**config.mk**
```make
export PLATFORM = sky130hd
export DESIGN_NAME = buffer_rr_arbiter_flat
export DESIGN_NICKNAME = d
export VERILOG_FILES = /design/src/rtl/buffer_rr_arbiter_pkg.sv /design/src/rtl/buffer_rr_arbiter_if.sv /design/src/rtl/buffer_rr_arbiter_picker.sv /design/src/rtl/buffer_rr_arbiter.sv /design/src/flat_wrapper.sv
export SDC_FILE = /design/constraint.sdc
export NUM_CORES = 1
export LEC_CHECK = 0
export ABC_AREA = 0
export ABC_CLOCK_PERIOD_IN_PS = 5400
export CAP_MARGIN = 20
export CORE_AREA = 2 2 130 132
export CTS_CLUSTER_SIZE = 12
export DETAILED_ROUTE_END_ITERATION = 7
export DIE_AREA = 0 0 132 134
export PLACE_DENSITY = 0.72
export SLEW_MARGIN = 10
export SYNTH_ARGS = -nofsm -noshare
export SYNTH_HDL_FRONTEND = slang
export SYNTH_SLANG_ARGS = --single-unit
```
**constraint.sdc**
```tcl
create_clock -name Clk -period 5.4 [get_ports Clk]
set_input_delay 1.35 -clock Clk [delete_from_list [all_inputs] [get_ports Clk]]
set_output_delay 1.35 -clock Clk [all_outputs]
set_load 0.03 [all_outputs]
```
**src/rtl/buffer_rr_arbiter_pkg.sv**
```systemverilog
// Shared types and helpers for round-robin arbiters feeding a single-entry buffer.
package buffer_arb_pkg;

  typedef enum logic {
    RUN   = 1'b0,
    FLUSH = 1'b1
  } arb_state_e;

  localparam int MaxReq        = 16;
  localparam int NumReqDefault = 4;
  localparam int IdWidth       = $clog2(NumReqDefault);

  typedef struct packed {
    logic       found;
    logic [3:0] idx;
  } rr_pick_t;

  function automatic int id_width(input int n);
    return (n > 1) ? $clog2(n) : 1;
  endfunction

  // First set bit of valid[n-1:0] searching upward from ptr, wrapping at n.
  function automatic rr_pick_t rr_pick(input logic [MaxReq-1:0] valid,
                                       input logic [3:0]        ptr,
                                       input int                n);
    rr_pick_t r;
    int       cand;
    r = '0;
    for (int k = 0; k < MaxReq; k++) begin
      cand = int'(ptr) + k;
      if (cand >= n) cand = cand - n;
      if (k < n && !r.found && valid[cand[3:0]]) begin
        r.found = 1'b1;
        r.idx   = cand[3:0];
      end
    end
    return r;
  endfunction

endpackage

```
**src/rtl/buffer_rr_arbiter_if.sv**
```systemverilog
// Requester / buffer-write bundle of buffer_rr_arbiter. ReqLock exists only with BUFFER_RR_ARBITER_LOCK_EN.
interface buffer_rr_arbiter_if #(
  parameter int NumReq    = 4,
  parameter int DataWidth = 64
);
  logic [NumReq-1:0]           ReqValid;
  logic [NumReq*DataWidth-1:0] ReqData;
  logic [NumReq-1:0]           ReqReady;
  logic [DataWidth-1:0]        BufWData;
  logic                        BufWInc;
  logic                        BufWFull;
  logic                        Jump;
  logic [$clog2(NumReq)-1:0]   GrantId;
  logic                        Busy;
`ifdef BUFFER_RR_ARBITER_LOCK_EN
  logic [NumReq-1:0]           ReqLock;

  modport master (output ReqValid, ReqData, BufWFull, Jump, ReqLock,
                  input  ReqReady, BufWData, BufWInc, GrantId, Busy);
  modport slave  (input  ReqValid, ReqData, BufWFull, Jump, ReqLock,
                  output ReqReady, BufWData, BufWInc, GrantId, Busy);
`else
  modport master (output ReqValid, ReqData, BufWFull, Jump,
                  input  ReqReady, BufWData, BufWInc, GrantId, Busy);
  modport slave  (input  ReqValid, ReqData, BufWFull, Jump,
                  output ReqReady, BufWData, BufWInc, GrantId, Busy);
`endif
endinterface

```
**src/rtl/buffer_rr_arbiter_picker.sv**
```systemverilog
// rr_priority_picker: combinational rotate-and-priority-encode of NumReq request bits from a pointer.
module rr_priority_picker
  import buffer_arb_pkg::*;
#(
  parameter int NumReq = 4
) (
  input  logic [NumReq-1:0]         valid_i,
  input  logic [$clog2(NumReq)-1:0] ptr_i,
  output logic                      found_o,
  output logic [$clog2(NumReq)-1:0] idx_o
);
  localparam int IdW = $clog2(NumReq);

  logic [MaxReq-1:0] valid_ext;
  rr_pick_t          pick;

  for (genvar gi = 0; gi < MaxReq; gi++) begin : g_ext
    if (gi < NumReq) begin : g_used
      assign valid_ext[gi] = valid_i[gi];
    end else begin : g_pad
      assign valid_ext[gi] = 1'b0;
    end
  end

  assign pick    = rr_pick(valid_ext, 4'(ptr_i), NumReq);
  assign found_o = pick.found;
  assign idx_o   = IdW'(pick.idx);
endmodule

```
**src/rtl/buffer_rr_arbiter.sv**
```systemverilog
// Round-robin arbiter into a one-deep stage driving a shared buffer write port, with Jump flush window.
// Optional requester lock: define BUFFER_RR_ARBITER_LOCK_EN.
module buffer_rr_arbiter
  import buffer_arb_pkg::*;
#(
  parameter int NumReq      = 4,
  parameter int DataWidth   = 64,
  parameter int FlushCycles = 2
) (
  input  logic              Clk,
  input  logic              Rst,
  buffer_rr_arbiter_if.slave bus
);
  localparam int                IdW       = $clog2(NumReq);
  localparam int                CntW      = 4;
  localparam logic [IdW-1:0]    LastId    = IdW'(NumReq - 1);
  localparam logic [CntW-1:0]   FlushLast = CntW'(FlushCycles - 1);

  arb_state_e           state_q, state_d;
  logic [CntW-1:0]      flush_cnt_q, flush_cnt_d;
  logic                 out_valid_q, out_valid_d;
  logic [DataWidth-1:0] out_data_q, out_data_d;
  logic [IdW-1:0]       rr_ptr_q, rr_ptr_d;
  logic [IdW-1:0]       grant_id_q, grant_id_d;

  logic                 pick_found;
  logic [IdW-1:0]       pick_idx;
  logic                 win_found;
  logic [IdW-1:0]       win_idx;
  logic                 stage_free, buf_winc, grant_en, accept;
  logic [DataWidth-1:0] win_data;

  rr_priority_picker #(.NumReq(NumReq)) u_picker (
    .valid_i (bus.ReqValid),
    .ptr_i   (rr_ptr_q),
    .found_o (pick_found),
    .idx_o   (pick_idx)
  );

`ifdef BUFFER_RR_ARBITER_LOCK_EN
  logic           locked_q, locked_d;
  logic [IdW-1:0] lock_id_q, lock_id_d;

  // A locked requester owns the grant even while it has nothing to send.
  assign win_found = locked_q || pick_found;
  assign win_idx   = locked_q ? lock_id_q : pick_idx;
`else
  assign win_found = pick_found;
  assign win_idx   = pick_idx;
`endif

  assign buf_winc   = out_valid_q && !bus.BufWFull && (state_q == RUN) && !bus.Jump;
  assign stage_free = !out_valid_q || buf_winc;
  // Rst gates the grant so ReqReady drops the moment reset is asserted.
  assign grant_en   = !Rst && (state_q == RUN) && !bus.Jump && stage_free && win_found;
  assign accept     = grant_en && bus.ReqValid[win_idx];
  assign win_data   = bus.ReqData[int'(win_idx) * DataWidth +: DataWidth];

  for (genvar gi = 0; gi < NumReq; gi++) begin : g_ready
    assign bus.ReqReady[gi] = grant_en && (win_idx == IdW'(gi));
  end

  assign bus.BufWInc  = buf_winc;
  assign bus.BufWData = out_data_q;
  assign bus.GrantId  = grant_id_q;
  assign bus.Busy     = out_valid_q || (state_q == FLUSH);

  always_comb begin
    state_d     = state_q;
    flush_cnt_d = flush_cnt_q;
    out_valid_d = out_valid_q;
    out_data_d  = out_data_q;
    rr_ptr_d    = rr_ptr_q;
    grant_id_d  = grant_id_q;
`ifdef BUFFER_RR_ARBITER_LOCK_EN
    locked_d    = locked_q;
    lock_id_d   = lock_id_q;
`endif

    unique case (state_q)
      RUN: begin
        if (bus.Jump) begin
          state_d     = FLUSH;
          flush_cnt_d = '0;
        end
      end
      FLUSH: begin
        if (bus.Jump) begin
          flush_cnt_d = '0;
        end else if (flush_cnt_q == FlushLast) begin
          state_d     = RUN;
          flush_cnt_d = '0;
        end else begin
          flush_cnt_d = flush_cnt_q + 1'b1;
        end
      end
      default: state_d = RUN;
    endcase

    if (bus.Jump) begin
      out_valid_d = 1'b0;
    end else if (accept) begin
      out_valid_d = 1'b1;
      out_data_d  = win_data;
      grant_id_d  = win_idx;
      rr_ptr_d    = (win_idx == LastId) ? '0 : win_idx + 1'b1;
    end else if (buf_winc) begin
      out_valid_d = 1'b0;
    end

`ifdef BUFFER_RR_ARBITER_LOCK_EN
    if (bus.Jump) begin
      locked_d = 1'b0;
    end else if (accept) begin
      locked_d  = bus.ReqLock[win_idx];
      lock_id_d = win_idx;
    end
`endif
  end

  always_ff @(posedge Clk or posedge Rst) begin
    if (Rst) begin
      state_q     <= RUN;
      flush_cnt_q <= '0;
      out_valid_q <= 1'b0;
      out_data_q  <= '0;
      rr_ptr_q    <= '0;
      grant_id_q  <= '0;
`ifdef BUFFER_RR_ARBITER_LOCK_EN
      locked_q    <= 1'b0;
      lock_id_q   <= '0;
`endif
    end else begin
      state_q     <= state_d;
      flush_cnt_q <= flush_cnt_d;
      out_valid_q <= out_valid_d;
      out_data_q  <= out_data_d;
      rr_ptr_q    <= rr_ptr_d;
      grant_id_q  <= grant_id_d;
`ifdef BUFFER_RR_ARBITER_LOCK_EN
      locked_q    <= locked_d;
      lock_id_q   <= lock_id_d;
`endif
    end
  end
endmodule

```
**src/flat_wrapper.sv**
```systemverilog
// flat-port wrapper written by rule: the top's interface ports become plain ports
module buffer_rr_arbiter_flat import buffer_arb_pkg::*;
#(
  parameter int NumReq      = 4,
  parameter int DataWidth   = 64,
  parameter int FlushCycles = 2
)
  (Clk, Rst, bus_ReqValid, bus_ReqData, bus_BufWFull, bus_Jump, bus_ReqReady, bus_BufWData, bus_BufWInc, bus_GrantId, bus_Busy);
  buffer_rr_arbiter_if #(.NumReq(NumReq), .DataWidth(DataWidth)) bus_i ();
  input  logic Clk;
  input  logic Rst;
  input wire logic [$bits(bus_i.ReqValid)-1:0] bus_ReqValid;
  input wire logic [$bits(bus_i.ReqData)-1:0] bus_ReqData;
  input wire logic [$bits(bus_i.BufWFull)-1:0] bus_BufWFull;
  input wire logic [$bits(bus_i.Jump)-1:0] bus_Jump;
  output wire logic [$bits(bus_i.ReqReady)-1:0] bus_ReqReady;
  output wire logic [$bits(bus_i.BufWData)-1:0] bus_BufWData;
  output wire logic [$bits(bus_i.BufWInc)-1:0] bus_BufWInc;
  output wire logic [$bits(bus_i.GrantId)-1:0] bus_GrantId;
  output wire logic [$bits(bus_i.Busy)-1:0] bus_Busy;
  assign bus_i.ReqValid = bus_ReqValid;
  assign bus_i.ReqData = bus_ReqData;
  assign bus_i.BufWFull = bus_BufWFull;
  assign bus_i.Jump = bus_Jump;
  assign bus_ReqReady = bus_i.ReqReady;
  assign bus_BufWData = bus_i.BufWData;
  assign bus_BufWInc = bus_i.BufWInc;
  assign bus_GrantId = bus_i.GrantId;
  assign bus_Busy = bus_i.Busy;
  buffer_rr_arbiter #(.NumReq(NumReq), .DataWidth(DataWidth), .FlushCycles(FlushCycles)) u_core (.Clk(Clk), .Rst(Rst), .bus(bus_i));
endmodule
```
* After elaboration in Yosys (flattened, before gate mapping) *
Cells that the tools add are included.

storage, ports and cells
  register bits = 74
  bits in latches = 0
  bits in writable memories = 0
  bits in read-only memories = 0
  input port bits = 264
  memories kept = 0

cells by class
  add/subtract/negate cells = 9
  $mul = 0
  divide/modulo/power cells = 0
  magnitude comparators = 9
  eq/ne operators = 5
  shift operators = 1
  muxes and demuxes = 30
  bitwise logic cells = 2
  reductions and logical operators = 27

operators by type and width
  cell                                                         count
  variable part select 256 x 9 -> 64 bit                       1
  two-way mux 4 bit                                            7
  less-than comparator 4 x 5 -> 1 bit (second input constant)  4
  two-way mux 5 bit                                            4
  binary-select mux 1 bit (select 4 bit)                       4
  logical AND 1 bit                                            15
  subtractor 3 x 3 -> 4 bit (second input constant)            3
  two-way mux 1 bit                                            11
  >= comparator 3 bit (second input constant)                  3
  case mux 4 bit (2 select lines)                              1
  logical NOT 1 bit                                            7
  adder 2 x 2 -> 3 bit (second input constant)                 2
  adder 4 x 1 -> 4 bit (second input constant)                 1
  equality test 2 bit (second input constant)                  2
  equality test 4 x 1 -> 1 bit (second input constant)         1
  subtractor 2 x 3 -> 4 bit (second input constant)            1
  adder 2 x 1 -> 3 bit (second input constant)                 1
  >= comparator 2 x 3 -> 1 bit (second input constant)         1
  less-than comparator 2 x 3 -> 1 bit (second input constant)  1
  nonzero test 3 bit                                           1
  adder 2 x 1 -> 2 bit (second input constant)                 1
  binary-select mux 1 bit (select 2 bit)                       1
  equality test 2 x 1 -> 1 bit (second input constant)         1
  logical NOT 2 bit                                            1
  other kinds (6)                                              8

* Logic depth before layout (Yosys ltp) *
  depth after elaboration = 19
  depth in mapped cells = 12
  gate-level depth less buffers = 10

* By module *
From an unflattened synthesis, not the netlist that was laid out.

second synthesis, totals
  cell total of the unflattened synthesis = 306
  area, all modules = 4,853.4 sq um

by module, submodules not included
  module              instances  cells an instance  area an instance (sq um)  seq. area each (sq um)
  buffer_rr_arbiter   1          268                4,544.4                   1,851.8
  rr_priority_picker  1          38                 309.0                     0.0

* Least setup slack after synthesis *
Ideal clock, no wire load.

  path type = input-to-output
  start = in bus_ReqValid[0]
  end = out bus_ReqReady[2]
  arrival = 2.908 ns
  slack = 1.142 ns
  stages on the path = 8
  buffers on the path = 1
  path through = mux2_1 a2bb2oi_1 nor2b_1 a311o_2 inv_2 buf_2 ha_1 and2_1

on the way
  word-level cells in the longest chain between the ends = 14

RTL lines
  item                                     RTL line                     text
  start, declared                          flat_wrapper.sv:12           input wire logic [$bits(bus_i.ReqValid)-1:0] bus_ReqValid;
  binary-select mux 1 bit (select 4 bit)   buffer_rr_arbiter_pkg.sv:32  if (k < n && !r.found && valid[cand[3:0]]) begin
  two-way mux 1 bit (implied by the code)  buffer_rr_arbiter_pkg.sv:32
  two-way mux 5 bit                        buffer_rr_arbiter_pkg.sv:32
  logical NOT 1 bit                        buffer_rr_arbiter_pkg.sv:32
  logical AND 1 bit                        buffer_rr_arbiter_pkg.sv:32
  two-way mux 5 bit                        buffer_rr_arbiter_pkg.sv:32
  logical NOT 1 bit                        buffer_rr_arbiter_pkg.sv:32
  logical AND 1 bit                        buffer_rr_arbiter_pkg.sv:32
  two-way mux 5 bit                        buffer_rr_arbiter_pkg.sv:32
  logical NOT 1 bit                        buffer_rr_arbiter_pkg.sv:32
  logical AND 1 bit                        buffer_rr_arbiter_pkg.sv:32
  two-way mux 5 bit *                      buffer_rr_arbiter_pkg.sv:32
  net u_core.pick_idx[0]                   buffer_rr_arbiter.sv:27      logic [IdW-1:0] pick_idx;
  equality test 2 bit *                    buffer_rr_arbiter.sv:60      assign bus.ReqReady[gi] = grant_en && (win_idx == IdW'(gi));
  logical AND 1 bit *                      buffer_rr_arbiter.sv:60
  end, declared                            flat_wrapper.sv:16           output wire logic [$bits(bus_i.ReqReady)-1:0] bus_ReqReady;

Mark *: on every way through the listed nets, which the timed path passes. The rest lies on a longest branch. The select of a mux whose other input is x is not followed.

* Worst setup path in the final report *
  start = in bus_ReqValid[2]
  end = out bus_ReqReady[3]

The elaborated chain is that of the path after synthesis.

==> key figures <==
Power
  – Power Dens Cells: 551 nW/µm²
  – Power after layout: a little under 5 mW
  – Total leakage power: around 3.6 nW
  – Peak supply drop: 0.789 mV

Timing
  – Final Hold Viols: 0
  – Final worst path period need: 4800 ps
  – Max-Slew Margin vs Limit: 42.6%
  – Transition time at the pin with the least slew margin: about 860 ps
  – Maximum clock frequency: between 200 and 250 MHz
  – RSZ-0062 raised after global routing: no
  – Worst Hold Margin: 487 ps
  – Count of pins over their slew limit: 0
  – Final period utilization: 88.9%
  – Setup TNS: 0 ps
  – Final clock skew: 4.59 ps
  – Number of setup violations in the final report: 0

Worst hold path
  – Hold/Removal Path Class: register to register

Clock tree
  – Number of buffers added by the clock tree synthesis step: 9
  – Clock transition at path regs: roughly 60 ps
  – CTS Hold Bufs: 0
  – Cell at the root of the clock tree: clkbuf_16
  – Maximum buffer depth of the clock tree: 2
  – Post-CTS setup buffer count: 0
  – CTS tree: done
  – Number of H-tree branching levels: 3
  – Total number of clock tree sinks: 74
  – Post-CTS sizing: 0
  – Clock latency of the later-clocked register in the worst-skew pair: 340 ps

Floorplan
  – Core footprint: about 16000 µm²
  – Initial standard-cell utilization of the core: 31.2%
  – Die outline area: 17700 µm²
  – # rows: 47
  – Die Span X: roughly 130 µm
  – Height of the die: 134 µm
  – I/O pin total: 336

Finish
  – Final standard cell area without fillers: 8830 µm²
  – Area occupied by multi-input gates: 2930 µm²
  – Fraction of layout cells with a size suffix above 1: 5.18%
  – Fill count: 1527
  – Final standard cell count with taps included and fillers excluded: 1128
  – Most common cell after layout, fill and taps aside: clkdlybuf4s50_1
  – # nets final: 1177
  – Layout-stage area growth over the synthesis result: 73.6%
  – Number of inserted diodes: 0
  – Total area of sequential cells: 1850 µm²
  – Commonest cells after routing, fill and taps aside: 331 x clkdlybuf4s50_1, 133 x nor2_1, 74 x dfrtp_1

Yosys
  – Share of async-settable or async-resettable flops after synthesis: 100%
  – Number of enable-type register cells in the synthesized netlist: 0
  – Library cells used by synthesis: 43
  – Register bit count reported by yosys: 74
  – Post-Syn Area: between 5000 and 6000 µm²
  – Mean cell area of the mapped netlist: 8.38 µm²
  – Synthesized net count: 881
  – Count of warnings emitted by yosys: 0
  – Cells after Synth: about 610
  – Commonest register cell after synthesis: dfrtp_1
  – Sequential element share of the synthesized area: 36.4%

Placement
  – HPWL after detailed placement: 15500 µm
  – Placed Instance Area: 8570 µm²
  – Placed insts: around 1100
  – Routability cong.: approximately 0.83
  – Port-buffer cells: 335

Global routing
  – First-pass GRT wire length: 33900 µm
  – Overall track demand over capacity in global routing: 24.1%
  – Antenna violations before repair: 0
  – Number of global-route vias before repair: just over 6000
  – Maximum number of pins on one net before global-route repair: 67
  – Remaining Overflow, GRT: 0

Route
  – Detailed-route wire length: 22000 µm
  – First-pass detailed-route iteration total: 5
  – Vias after detailed routing: 6104
  – Residual DRC count: 0
  – Detailed-route vias per instance: 5.41
  – Remaining antenna violation count after routing: 0
  – Starting DRT DRC Count: 430
  – Average detailed-routed wire length per instance: between 15 and 20 µm

Worst setup path
  – Category of the worst setup path capture point: primary output
  – Path type of the worst setup path: primary input to primary output
  – Crit-path max FO: 7
  – Critical path launch point type: primary input
  – Required time at the endpoint of the critical path: 4050 ps
  – Arrival time of data at the critical path endpoint: 3450 ps

Run
  – Maxcap violations: 0

Outcome
  – Status: complete, no violations
-- critical path, stage by stage --
cell and delay (ps):
clkdlybuf4s50_1 530, mux2i_1 340, a2bb2oi_1 260, nor2b_1 70
a311o_2 390, ha_1 220, and2_1 140, buf_4 160
-- where the power goes --
part           switching [mW]  internal [mW]
Sequential              0.160          0.795
Clock                   0.237          0.322
Combinational            2.15           1.20
-- registers in the layout (all words and copies together) (netlist names) --
signal / cells
u_core.bus.BufWData: 64
u_core.bus.GrantId: 2
u_core.flush_cnt_q: 4
u_core.out_valid_q: 1
u_core.rr_ptr_q: 2
u_core.state_q: 1
-- cell families (layout without fill, tap and decap cells) --
| kind of cell | count (synthesis) | after routing | synth area share, % |
|---|---|---|---|
| AOI/OAI and AO/OA | 214 | 214 | 34.6 |
| xor gates and xnor gates | 1 | 1 | 0.172 |
| adders and majority gates | 10 | 10 | 2.46 |
| buffers and inverters | 72 | 373 | 6.86 |
| DFF | 74 | 74 | 36.4 |
| muxes | 7 | 7 | 1.48 |
| and+or+nand+nor | 229 | 229 | 18.0 |
-- layer usage --
metal | wire, µm | up-vias | GRT usage (%)
met5 | 0 | - | 0
met4 | 702 | 0 | 9.72
met3 | 1970 | 45 | 7.33
met2 | 10500 | 309 | 40.3
met1 | 8850 | 2878 | 29.1
li1 | - | 2872 | -
-- per-stage QoR --
step,util (%),worst slack (ps)
floorplan,-,1140
detailed placement,52.6,607
CTS,54.2,606
global placement,52.6,629
finish,54.2,599
global route,54.2,495
-- cell usage after synthesis (6+ instances only) --
| cell | count | area (µm²) |
|---|---|---|
| buf_2 | 18 | 90.1 |
| and2_1 | 6 | 37.5 |
| dfrtp_1 | 74 | 1850 |
| clkbuf_1 | 35 | 131 |
| a21o_1 | 63 | 473 |
| nor2_1 | 133 | 499 |
| ha_1 | 10 | 125 |
| o2111ai_1 | 62 | 543 |
| o311ai_1 | 62 | 543 |
| nand2_1 | 71 | 267 |
| o21ai_0 | 6 | 30.0 |
| buf_6 | 6 | 67.6 |
-- layout make-up --
| class | instances | area share [%] |
|---|---|---|
| well taps | 220 | 3.12 |
| clock buffers | 13 | 2.83 |
| inverters | 7 | 0.312 |
| multi-input cells | 461 | 33.2 |
| repair buffers | 350 | 39.4 |
| clock inverters | 3 | 0.170 |
| flip-flops and latches | 74 | 21.0 |
-- final timing paths --
kind | start | endpoint | slack [ps] | cells past startpoint
max | bus_ReqValid[2] | bus_ReqReady[3] | 600 | 8
min | u_core.bus.GrantId[0] | u_core.bus.GrantId[0] | 490 | 2
max reg2reg | u_core.rr_ptr_q[0] | u_core.bus.BufWData[30] | 1670 | 10
min reg2reg | u_core.bus.GrantId[0] | u_core.bus.GrantId[0] | 490 | 2
max in group asynchronous | Rst | u_core.bus.BufWData[38] | 2900 | 3
min in group asynchronous | Rst | u_core.rr_ptr_q[0] | 1480 | 2
Note: power is estimated with default switching activity, not from simulation.
